### config.mk
export PLATFORM = sky130hd
export DESIGN_NAME = seg7_scan_decoder
export DESIGN_NICKNAME = d
export VERILOG_FILES = /design/src/rtl/seg7_scan_decoder.sv
export SDC_FILE = /design/constraint.sdc
export NUM_CORES = 1
export LEC_CHECK = 0
export BUFFER_PORTS_ARGS = -buffer_cell sky130_fd_sc_hd__buf_4
export CORE_MARGIN = 2
export CORE_UTILIZATION = 25
export CTS_CLUSTER_DIAMETER = 50
export CTS_CLUSTER_SIZE = 40
export DETAILED_ROUTE_END_ITERATION = 10
export PLACE_DENSITY = 0.44
export SYNTH_ARGS = -nofsm -noshare
export SYNTH_HDL_FRONTEND = slang
export SYNTH_SLANG_ARGS = --single-unit
### constraint.sdc
create_clock -name clock -period 10.1 [get_ports clock]
set_input_delay 1.515 -clock clock [delete_from_list [all_inputs] [get_ports clock]]
set_output_delay 1.515 -clock clock [all_outputs]
set_load 0.02 [all_outputs]
### src/rtl/seg7_scan_decoder.sv
// ---------------------------------------------------------------------------
// seg7_scan_decoder
//
// Receive side of a multiplexed 7-segment bus. The segment and anode lines
// come from the display driver and are asynchronous to clock. This block
// synchronises them and waits for each digit pattern to hold steady. It then
// decodes the pattern back into a hex nibble for that digit. It is used as a
// loopback checker for the display path.
//
// Optional feature macro: SEG7_DP_EN
//   When defined, the block adds input dp and output dp_flags. The decimal
//   point is synchronised together with segments and takes part in the
//   stability compare. On accept it is recorded as dp_flags[idx] = ~dp.
//
// Parameters
//   N_DIGITS       digits on the bus (1..8); anodos bits above it are ignored
//   STABLE_CYCLES  identical consecutive synced samples to accept (>= 2)
//   FRAME_TIMEOUT  cycles without an accept before stale is raised
//
// Ports
//   clock        in   system clock, rising edge
//   reset        in   synchronous, active-low reset
//   segments     in   {CA,CB,CC,CD,CE,CF,CG}, active-low, asynchronous
//   anodos       in   {AN7..AN0}, active-low, asynchronous
//   dp           in   decimal point, active-low (SEG7_DP_EN only)
//   digits       out  nibble i at digits[4*i+3:4*i]
//   digit_valid  out  bit i: nibble i holds a legal decoded value
//   dp_flags     out  bit i: digit i was accepted with its dp lit (SEG7_DP_EN only)
//   frame_done   out  pulse: every digit captured since the previous pulse
//   err_pattern  out  pulse: accepted pattern is neither legal nor blank
//   err_anode    out  pulse: more than one anode active in a synced sample
//   stale        out  pulse: FRAME_TIMEOUT cycles passed without an accept
// ---------------------------------------------------------------------------
module seg7_scan_decoder #(
  parameter int N_DIGITS      = 8,
  parameter int STABLE_CYCLES = 16,
  parameter int FRAME_TIMEOUT = 1_000_000
) (
  input  logic                clock,
  input  logic                reset,
  input  logic [6:0]          segments,
  input  logic [7:0]          anodos,
`ifdef SEG7_DP_EN
  input  logic                dp,
  output logic [N_DIGITS-1:0] dp_flags,
`endif
  output logic [31:0]         digits,
  output logic [7:0]          digit_valid,
  output logic                frame_done,
  output logic                err_pattern,
  output logic                err_anode,
  output logic                stale
);

  localparam int CNT_W = $clog2(STABLE_CYCLES + 1);
  localparam int TO_W  = $clog2(FRAME_TIMEOUT + 1);

  localparam logic [CNT_W-1:0]    CNT_LAST  = CNT_W'(STABLE_CYCLES - 1);
  localparam logic [TO_W-1:0]     TO_MAX    = TO_W'(FRAME_TIMEOUT);
  localparam logic [TO_W-1:0]     TO_LAST   = TO_W'(FRAME_TIMEOUT - 1);
  localparam logic [N_DIGITS-1:0] MASK_FULL = '1;

  localparam logic [1:0] IDLE     = 2'd0;
  localparam logic [1:0] TRACK    = 2'd1;
  localparam logic [1:0] CAPTURED = 2'd2;

  localparam logic [6:0] SEG_BLANK = 7'b1111111;

  // -------------------------------------------------------------------------
  // Two-flop synchronisers
  // -------------------------------------------------------------------------
  logic [6:0] seg_meta, seg_sync;
  logic [7:0] an_meta, an_sync;
`ifdef SEG7_DP_EN
  logic       dp_meta, dp_sync;
`endif

  always_ff @(posedge clock) begin
    if (!reset) begin
      // NOTE: the synchronisers reset to all-ones (inactive bus), not zero.
      // With zeros, the first sample after reset would look like all anodes
      // on at once.
      seg_meta <= '1;
      seg_sync <= '1;
      an_meta  <= '1;
      an_sync  <= '1;
`ifdef SEG7_DP_EN
      dp_meta  <= 1'b1;
      dp_sync  <= 1'b1;
`endif
    end else begin
      // NOTE: non-blocking assignments keep this a true two-stage pipeline.
      // Blocking assignments would collapse it into a single flop.
      seg_meta <= segments;
      seg_sync <= seg_meta;
      an_meta  <= anodos;
      an_sync  <= an_meta;
`ifdef SEG7_DP_EN
      dp_meta  <= dp;
      dp_sync  <= dp_meta;
`endif
    end
  end

  // -------------------------------------------------------------------------
  // Anode qualification: count active (zero) anodes in the used range
  // -------------------------------------------------------------------------
  logic [3:0] zero_cnt;
  logic [2:0] an_idx;
  logic       an_valid, an_blank, an_multi;

  always_comb begin
    // NOTE: both outputs get a default before the loop. Otherwise they would
    // be latched whenever no anode is low.
    zero_cnt = 4'd0;
    an_idx   = 3'd0;
    for (int i = 0; i < N_DIGITS; i++) begin
      if (!an_sync[i]) begin
        zero_cnt = zero_cnt + 4'd1;
        an_idx   = 3'(i);
      end
    end
  end

  assign an_valid = (zero_cnt == 4'd1);
  assign an_blank = (zero_cnt == 4'd0);
  assign an_multi = (zero_cnt > 4'd1);

  // -------------------------------------------------------------------------
  // Tracking state
  // -------------------------------------------------------------------------
  logic [1:0]       state;
  logic [CNT_W-1:0] cnt;
  logic [2:0]       idx_q;
  logic [6:0]       seg_q;
`ifdef SEG7_DP_EN
  logic             dp_q;
`endif
  logic [N_DIGITS-1:0] mask;
  logic [N_DIGITS-1:0] mask_next;
  logic [TO_W-1:0]     to_cnt;

  logic same_digit;
  logic accept;

`ifdef SEG7_DP_EN
  assign same_digit = (an_idx == idx_q) && (seg_sync == seg_q) && (dp_sync == dp_q);
`else
  assign same_digit = (an_idx == idx_q) && (seg_sync == seg_q);
`endif

  // The digit is accepted on the sample that brings the run to STABLE_CYCLES.
  assign accept    = an_valid && (state == TRACK) && same_digit && (cnt == CNT_LAST);
  assign mask_next = mask | (N_DIGITS'(1) << idx_q);

  // Decode an active-low pattern into {legal, nibble}.
  function automatic logic [4:0] decode(input logic [6:0] p);
    case (p)
      7'b0000001: decode = 5'h10;
      7'b1001111: decode = 5'h11;
      7'b0010010: decode = 5'h12;
      7'b0000110: decode = 5'h13;
      7'b1001100: decode = 5'h14;
      7'b0100100: decode = 5'h15;
      7'b0100000: decode = 5'h16;
      7'b0001111: decode = 5'h17;
      7'b0000000: decode = 5'h18;
      7'b0000100: decode = 5'h19;
      7'b0001000: decode = 5'h1A;
      7'b1100000: decode = 5'h1B;
      7'b0110001: decode = 5'h1C;
      7'b1000010: decode = 5'h1D;
      7'b0110000: decode = 5'h1E;
      7'b0111000: decode = 5'h1F;
      default:    decode = 5'h00;
    endcase
  endfunction

  logic [4:0] dec;
  assign dec = decode(seg_q);

  // -------------------------------------------------------------------------
  // FSM and capture datapath
  // -------------------------------------------------------------------------
  always_ff @(posedge clock) begin
    if (!reset) begin
      state       <= IDLE;
      cnt         <= '0;
      idx_q       <= '0;
      seg_q       <= '1;
      mask        <= '0;
      to_cnt      <= '0;
      digits      <= '0;
      digit_valid <= '0;
      frame_done  <= 1'b0;
      err_pattern <= 1'b0;
      err_anode   <= 1'b0;
      stale       <= 1'b0;
`ifdef SEG7_DP_EN
      dp_q        <= 1'b1;
      dp_flags    <= '0;
`endif
    end else begin
      frame_done  <= 1'b0;
      err_pattern <= 1'b0;
      err_anode   <= 1'b0;
      stale       <= 1'b0;

      // Sequencing. A change of digit in TRACK or CAPTURED reloads at once,
      // as if the block were starting from IDLE.
      if (an_multi) begin
        err_anode <= 1'b1;
        cnt       <= '0;
        state     <= IDLE;
      end else if (an_blank) begin
        cnt   <= '0;
        state <= IDLE;
      end else if (accept) begin
        cnt   <= cnt + 1'b1;
        state <= CAPTURED;
      end else if (state == IDLE || !same_digit) begin
        idx_q <= an_idx;
        seg_q <= seg_sync;
`ifdef SEG7_DP_EN
        dp_q  <= dp_sync;
`endif
        cnt   <= CNT_W'(1);
        state <= TRACK;
      end else if (state == TRACK) begin
        cnt <= cnt + 1'b1;
      end

      // Capture, frame tracking, and timeout. When both happen in one cycle,
      // the accept wins over the timeout.
      if (accept) begin
        if (dec[4]) begin
          digits[{idx_q, 2'b00} +: 4] <= dec[3:0];
          digit_valid[idx_q]          <= 1'b1;
        end else begin
          digit_valid[idx_q] <= 1'b0;
          if (seg_q != SEG_BLANK) err_pattern <= 1'b1;
        end
`ifdef SEG7_DP_EN
        dp_flags[idx_q] <= ~dp_q;
`endif
        if (mask_next == MASK_FULL) begin
          frame_done <= 1'b1;
          mask       <= '0;
        end else begin
          mask <= mask_next;
        end
        to_cnt <= '0;
      end else if (to_cnt != TO_MAX) begin
        to_cnt <= to_cnt + 1'b1;
        if (to_cnt == TO_LAST) begin
          stale       <= 1'b1;
          digit_valid <= '0;
          mask        <= '0;
        end
      end
    end
  end

endmodule

==> flow_metrics.env <==
export IMPL_synth_area_leaders="dfxtp_1, mux2i_1, nand2_1"
export IMPL_yosysUniqueCellTypes=77
export IMPL_power_switching_uw=375
export IMPL_dr_pass1_iters=5
export IMPL_whs_endpoint="seg_sync[1]$_SDFF_PN1_"
export IMPL_postRouteAntennaNets=0
export IMPL_cts_root_buffer="clkbuf_16"
export IMPL_clock_path_buffers=2
export IMPL_antenna_found_initial=0
export IMPL_cts_htree_levels=4
export IMPL_syn_nets=772
export IMPL_drt_total_wl_mm=15.2
export IMPL_path_class="reg -> reg"
export IMPL_fin_crit_sh=0.616
export IMPL_arrival_ns=6.56
export IMPL_netlist_area_sq_um=6300
export IMPL_hold_depth=1
export IMPL_syn2layout_area_growth_pct=20.5
export IMPL_synth_avg_cell_area_sq_um=8.55
export IMPL_nets=806
export IMPL_setup_viol=0
export IMPL_tns_ns=0
export IMPL_status="completed"
export IMPL_netlist_area_leader_share=0.378
export IMPL_first_iter_violations=318
export IMPL_r2r_end="digits[7]$_SDFFE_PN0P_"
export IMPL_finalCriticalPeriod_ns=6.22
export IMPL_slew_headroom=0.290
export IMPL_r2r_start="an_sync[1]$_SDFF_PN1_"
export IMPL_die_h_um=163
export IMPL_cts_tree="done"
export IMPL_ir_worst_vdd_v=0.000116
export IMPL_place_worst_setup_slack_ns=3.91
export IMPL_tightest_slew_ns=1.05
export IMPL_grt_pass1_wl_mm=25.4
export IMPL_clock_skew_ns=0.00902
export IMPL_power_density_nw_per_um2=176
export IMPL_clk_pin_slew_ns=0.06
export IMPL_synthCells=737
export IMPL_ios=61
export IMPL_cts_buffers=17
export IMPL_synthFlopType="dfxtp_1"
export IMPL_p_int_uw=963
export IMPL_seq_area_frac_synth=0.378
export IMPL_rows=58
export IMPL_setup_slack_ns=3.88
export IMPL_pwr_share_clk=0.463
export IMPL_overflow=0
export IMPL_start_util=0.252
export IMPL_hold_viol_final=0
export IMPL_core_area_sq_um=25000
export IMPL_synth_top_area_cell="dfxtp_1"
export IMPL_startpoint_type="register"
export IMPL_cts_hold_buf=0
export IMPL_ys_warn_count=0
export IMPL_place_congestion=0.754
export IMPL_post_drt_wl_per_cell_um=13.7
export IMPL_hold_ws_ns=0.402
export IMPL_via_per_inst=4.60
export IMPL_max_freq_mhz=161
export IMPL_synth_edf_count=0
export IMPL_ys_seq_elements=119
export IMPL_diodes=0
export IMPL_crit_fanout=30
export IMPL_synthArstFlopShare=0
export IMPL_rr_worst_depth=19
export IMPL_cts_sinks=119
export IMPL_die_w_um=163
export IMPL_hp_class="reg -> reg"
export IMPL_insertion_delay_ns=0.42
export IMPL_sw_frac_of_total=0.280
export IMPL_rsz0062_at_grt="no"
export IMPL_cp_required_ns=10.44
export IMPL_utilization=0.304
export IMPL_r2r_slack_ns=3.88
export IMPL_p_total_mw=1.34
export IMPL_final_max_slew_viol_count=0
export IMPL_min_delay_start="seg_meta[1]$_SDFF_PN1_"
export IMPL_die_area_sq_um=26500
export IMPL_drive_above_1_share=0.146
export IMPL_grt_max_degree=63
export IMPL_port_buffers=60
export IMPL_drc=0
export IMPL_cp_end_kind="register"
export IMPL_pwr_share_comb=0.141
export IMPL_grt_pass1_vias=4831
export IMPL_sequentialPowerShare=0.396
export IMPL_p_leak_nw=2.93
export IMPL_dp_hpwl_mm=10.6
export IMPL_cts_resized=0
export IMPL_vias=5123
export IMPL_cap_viol_max_count=0
export IMPL_grt_use_total=0.119
export IMPL_cts_setup_buffers=0
==> stage by stage <==
| stage | std cells | cell area [sq um] |
|---|---|---|
| 2_1_floorplan | 737 | 6300 |
| 3_3_place_gp | 1082 | 6990 |
| 3_5_place_dp | 1082 | 6990 |
| 4_1_cts | 1113 | 7590 |
| 5_1_grt | 1113 | 7590 |
| 6_report | 1113 | 7590 |
==> final cells by class <==
| cell class | instances | area (sq um) |
|---|---|---|
| clock buffers | 20 | 457 |
| clock inverters | 11 | 150 |
| fillers | 2675 | 17400 |
| inverters | 21 | 78.8 |
| multi-input cells | 548 | 3630 |
| flip-flops and latches | 119 | 2380 |
| well taps | 330 | 413 |
| repair buffers | 64 | 480 |
==> worst max-delay path by stage <==
stage	start	end	slack, ns	cells after the start
after floorplan	an_sync[1]$_SDFF_PN1_	digit_valid[2]$_SDFFE_PN0P_	5.22	21
final	an_sync[1]$_SDFF_PN1_	digits[7]$_SDFFE_PN0P_	3.88	19
after detailed placement	an_sync[1]$_SDFF_PN1_	digits[7]$_SDFFE_PN0P_	3.91	19
after global routing	an_sync[1]$_SDFF_PN1_	digits[7]$_SDFFE_PN0P_	3.32	19
after CTS	an_sync[1]$_SDFF_PN1_	digits[7]$_SDFFE_PN0P_	3.89	19
after global placement	an_sync[1]$_SDFF_PN1_	digits[4]$_SDFFE_PN0P_	4.03	19
==> power groups by stage <==
stage                     logic (mW)  clock network, mW  registers, mW
after global routing           0.214              0.660          0.534
final                          0.189              0.619          0.529
after CTS                      0.190              0.638          0.529
after global placement         0.191                  0          0.539
after detailed placement       0.189                  0          0.539
after floorplan                0.173                  0          0.508
==> cells in the mapped netlist (2+ instances only) <==
| master | n |
|---|---|
| nor4b_1 | 3 |
| and3_1 | 15 |
| nor2_1 | 63 |
| nand4b_1 | 2 |
| buf_4 | 3 |
| nand3b_1 | 3 |
| nor4_1 | 7 |
| and2_1 | 7 |
| o31a_1 | 2 |
| inv_1 | 21 |
| xnor2_1 | 22 |
| o21ai_1 | 3 |
| nor4bb_1 | 2 |
| mux2i_1 | 43 |
| o31ai_1 | 4 |
| a2111oi_0 | 2 |
| ha_1 | 18 |
| clkbuf_1 | 34 |
| xor2_1 | 17 |
| or4_1 | 5 |
| nand3_1 | 37 |
| and3b_1 | 3 |
| xnor2_2 | 2 |
| buf_2 | 8 |
| nor4b_4 | 3 |
| nor3_1 | 13 |
| a21oi_1 | 23 |
| a311oi_1 | 2 |
| or3_1 | 5 |
| nand2b_1 | 43 |
| and4b_1 | 2 |
| o21ai_0 | 27 |
| nand2_1 | 82 |
| o22ai_1 | 5 |
| or2_2 | 4 |
| nor2b_1 | 10 |
| nor3b_1 | 5 |
| o32ai_1 | 4 |
| a32oi_1 | 2 |
| dfxtp_1 | 119 |
| a41oi_1 | 3 |
| buf_1 | 2 |
| a31oi_1 | 15 |
| nand4_1 | 9 |
==> sequential cells by signal, summed over array words and instances (netlist names), 2 cells and up <==
name,count
digits,32
to_cnt,20
an_meta,8
an_sync,8
digit_valid,8
mask,8
seg_meta,7
seg_q,7
seg_sync,7
cnt,5
idx_q,3
state,2
==> critical path, stage by stage (launching register included) <==
cell	delay, ns
dfxtp_1	0.37
inv_1	0.08
ha_1	0.51
xor2_2	0.40
inv_1	0.20
ha_1	0.37
or2_2	0.32
and3_1	0.14
a211oi_1	0.29
and2_1	0.26
ha_1	0.27
xor2_1	0.16
o22ai_1	0.11
nor3b_1	0.18
o21ai_0	0.36
nand4b_4	0.20
a2111oi_4	0.38
buf_4	0.37
nor4bb_1	0.88
mux2i_1	0.27
==> logic make-up (layout without fill, tap and decap cells) <==
group	after synthesis	after routing	synth area share
AND/OR/NAND/NOR	330	330	0.282
flip-flops	119	119	0.378
multiplexers	45	45	0.0719
buffers and inverters	70	116	0.0465
AO/OA/AOI/OAI	112	112	0.120
adder cells (fa/ha/maj)	18	18	0.0358
XOR/XNOR	43	43	0.0655
==> placed cells by master, fill, tap and decap left out, types with 17 or more instances in the layout <==
cell type | netlist | routed
o21ai_0 | 27 | 27
dfxtp_1 | 119 | 119
xor2_1 | 17 | 17
buf_4 | 3 | 64
nor2_1 | 63 | 63
inv_1 | 21 | 21
nand2b_1 | 43 | 43
nand3_1 | 37 | 37
a21oi_1 | 23 | 23
xnor2_1 | 22 | 22
mux2i_1 | 43 | 43
nand2_1 | 82 | 82
ha_1 | 18 | 18
clkbuf_16 | 0 | 17
==> per-layer routing <==
metal | GRT usage | wire length, um
met1 | 0.167 | 7740
met2 | 0.181 | 6990
met3 | 0.0257 | 345
met4 | 0.0410 | 170
met5 | 0 | 0
No activity file was read; power rests on OpenSTA's default activity.
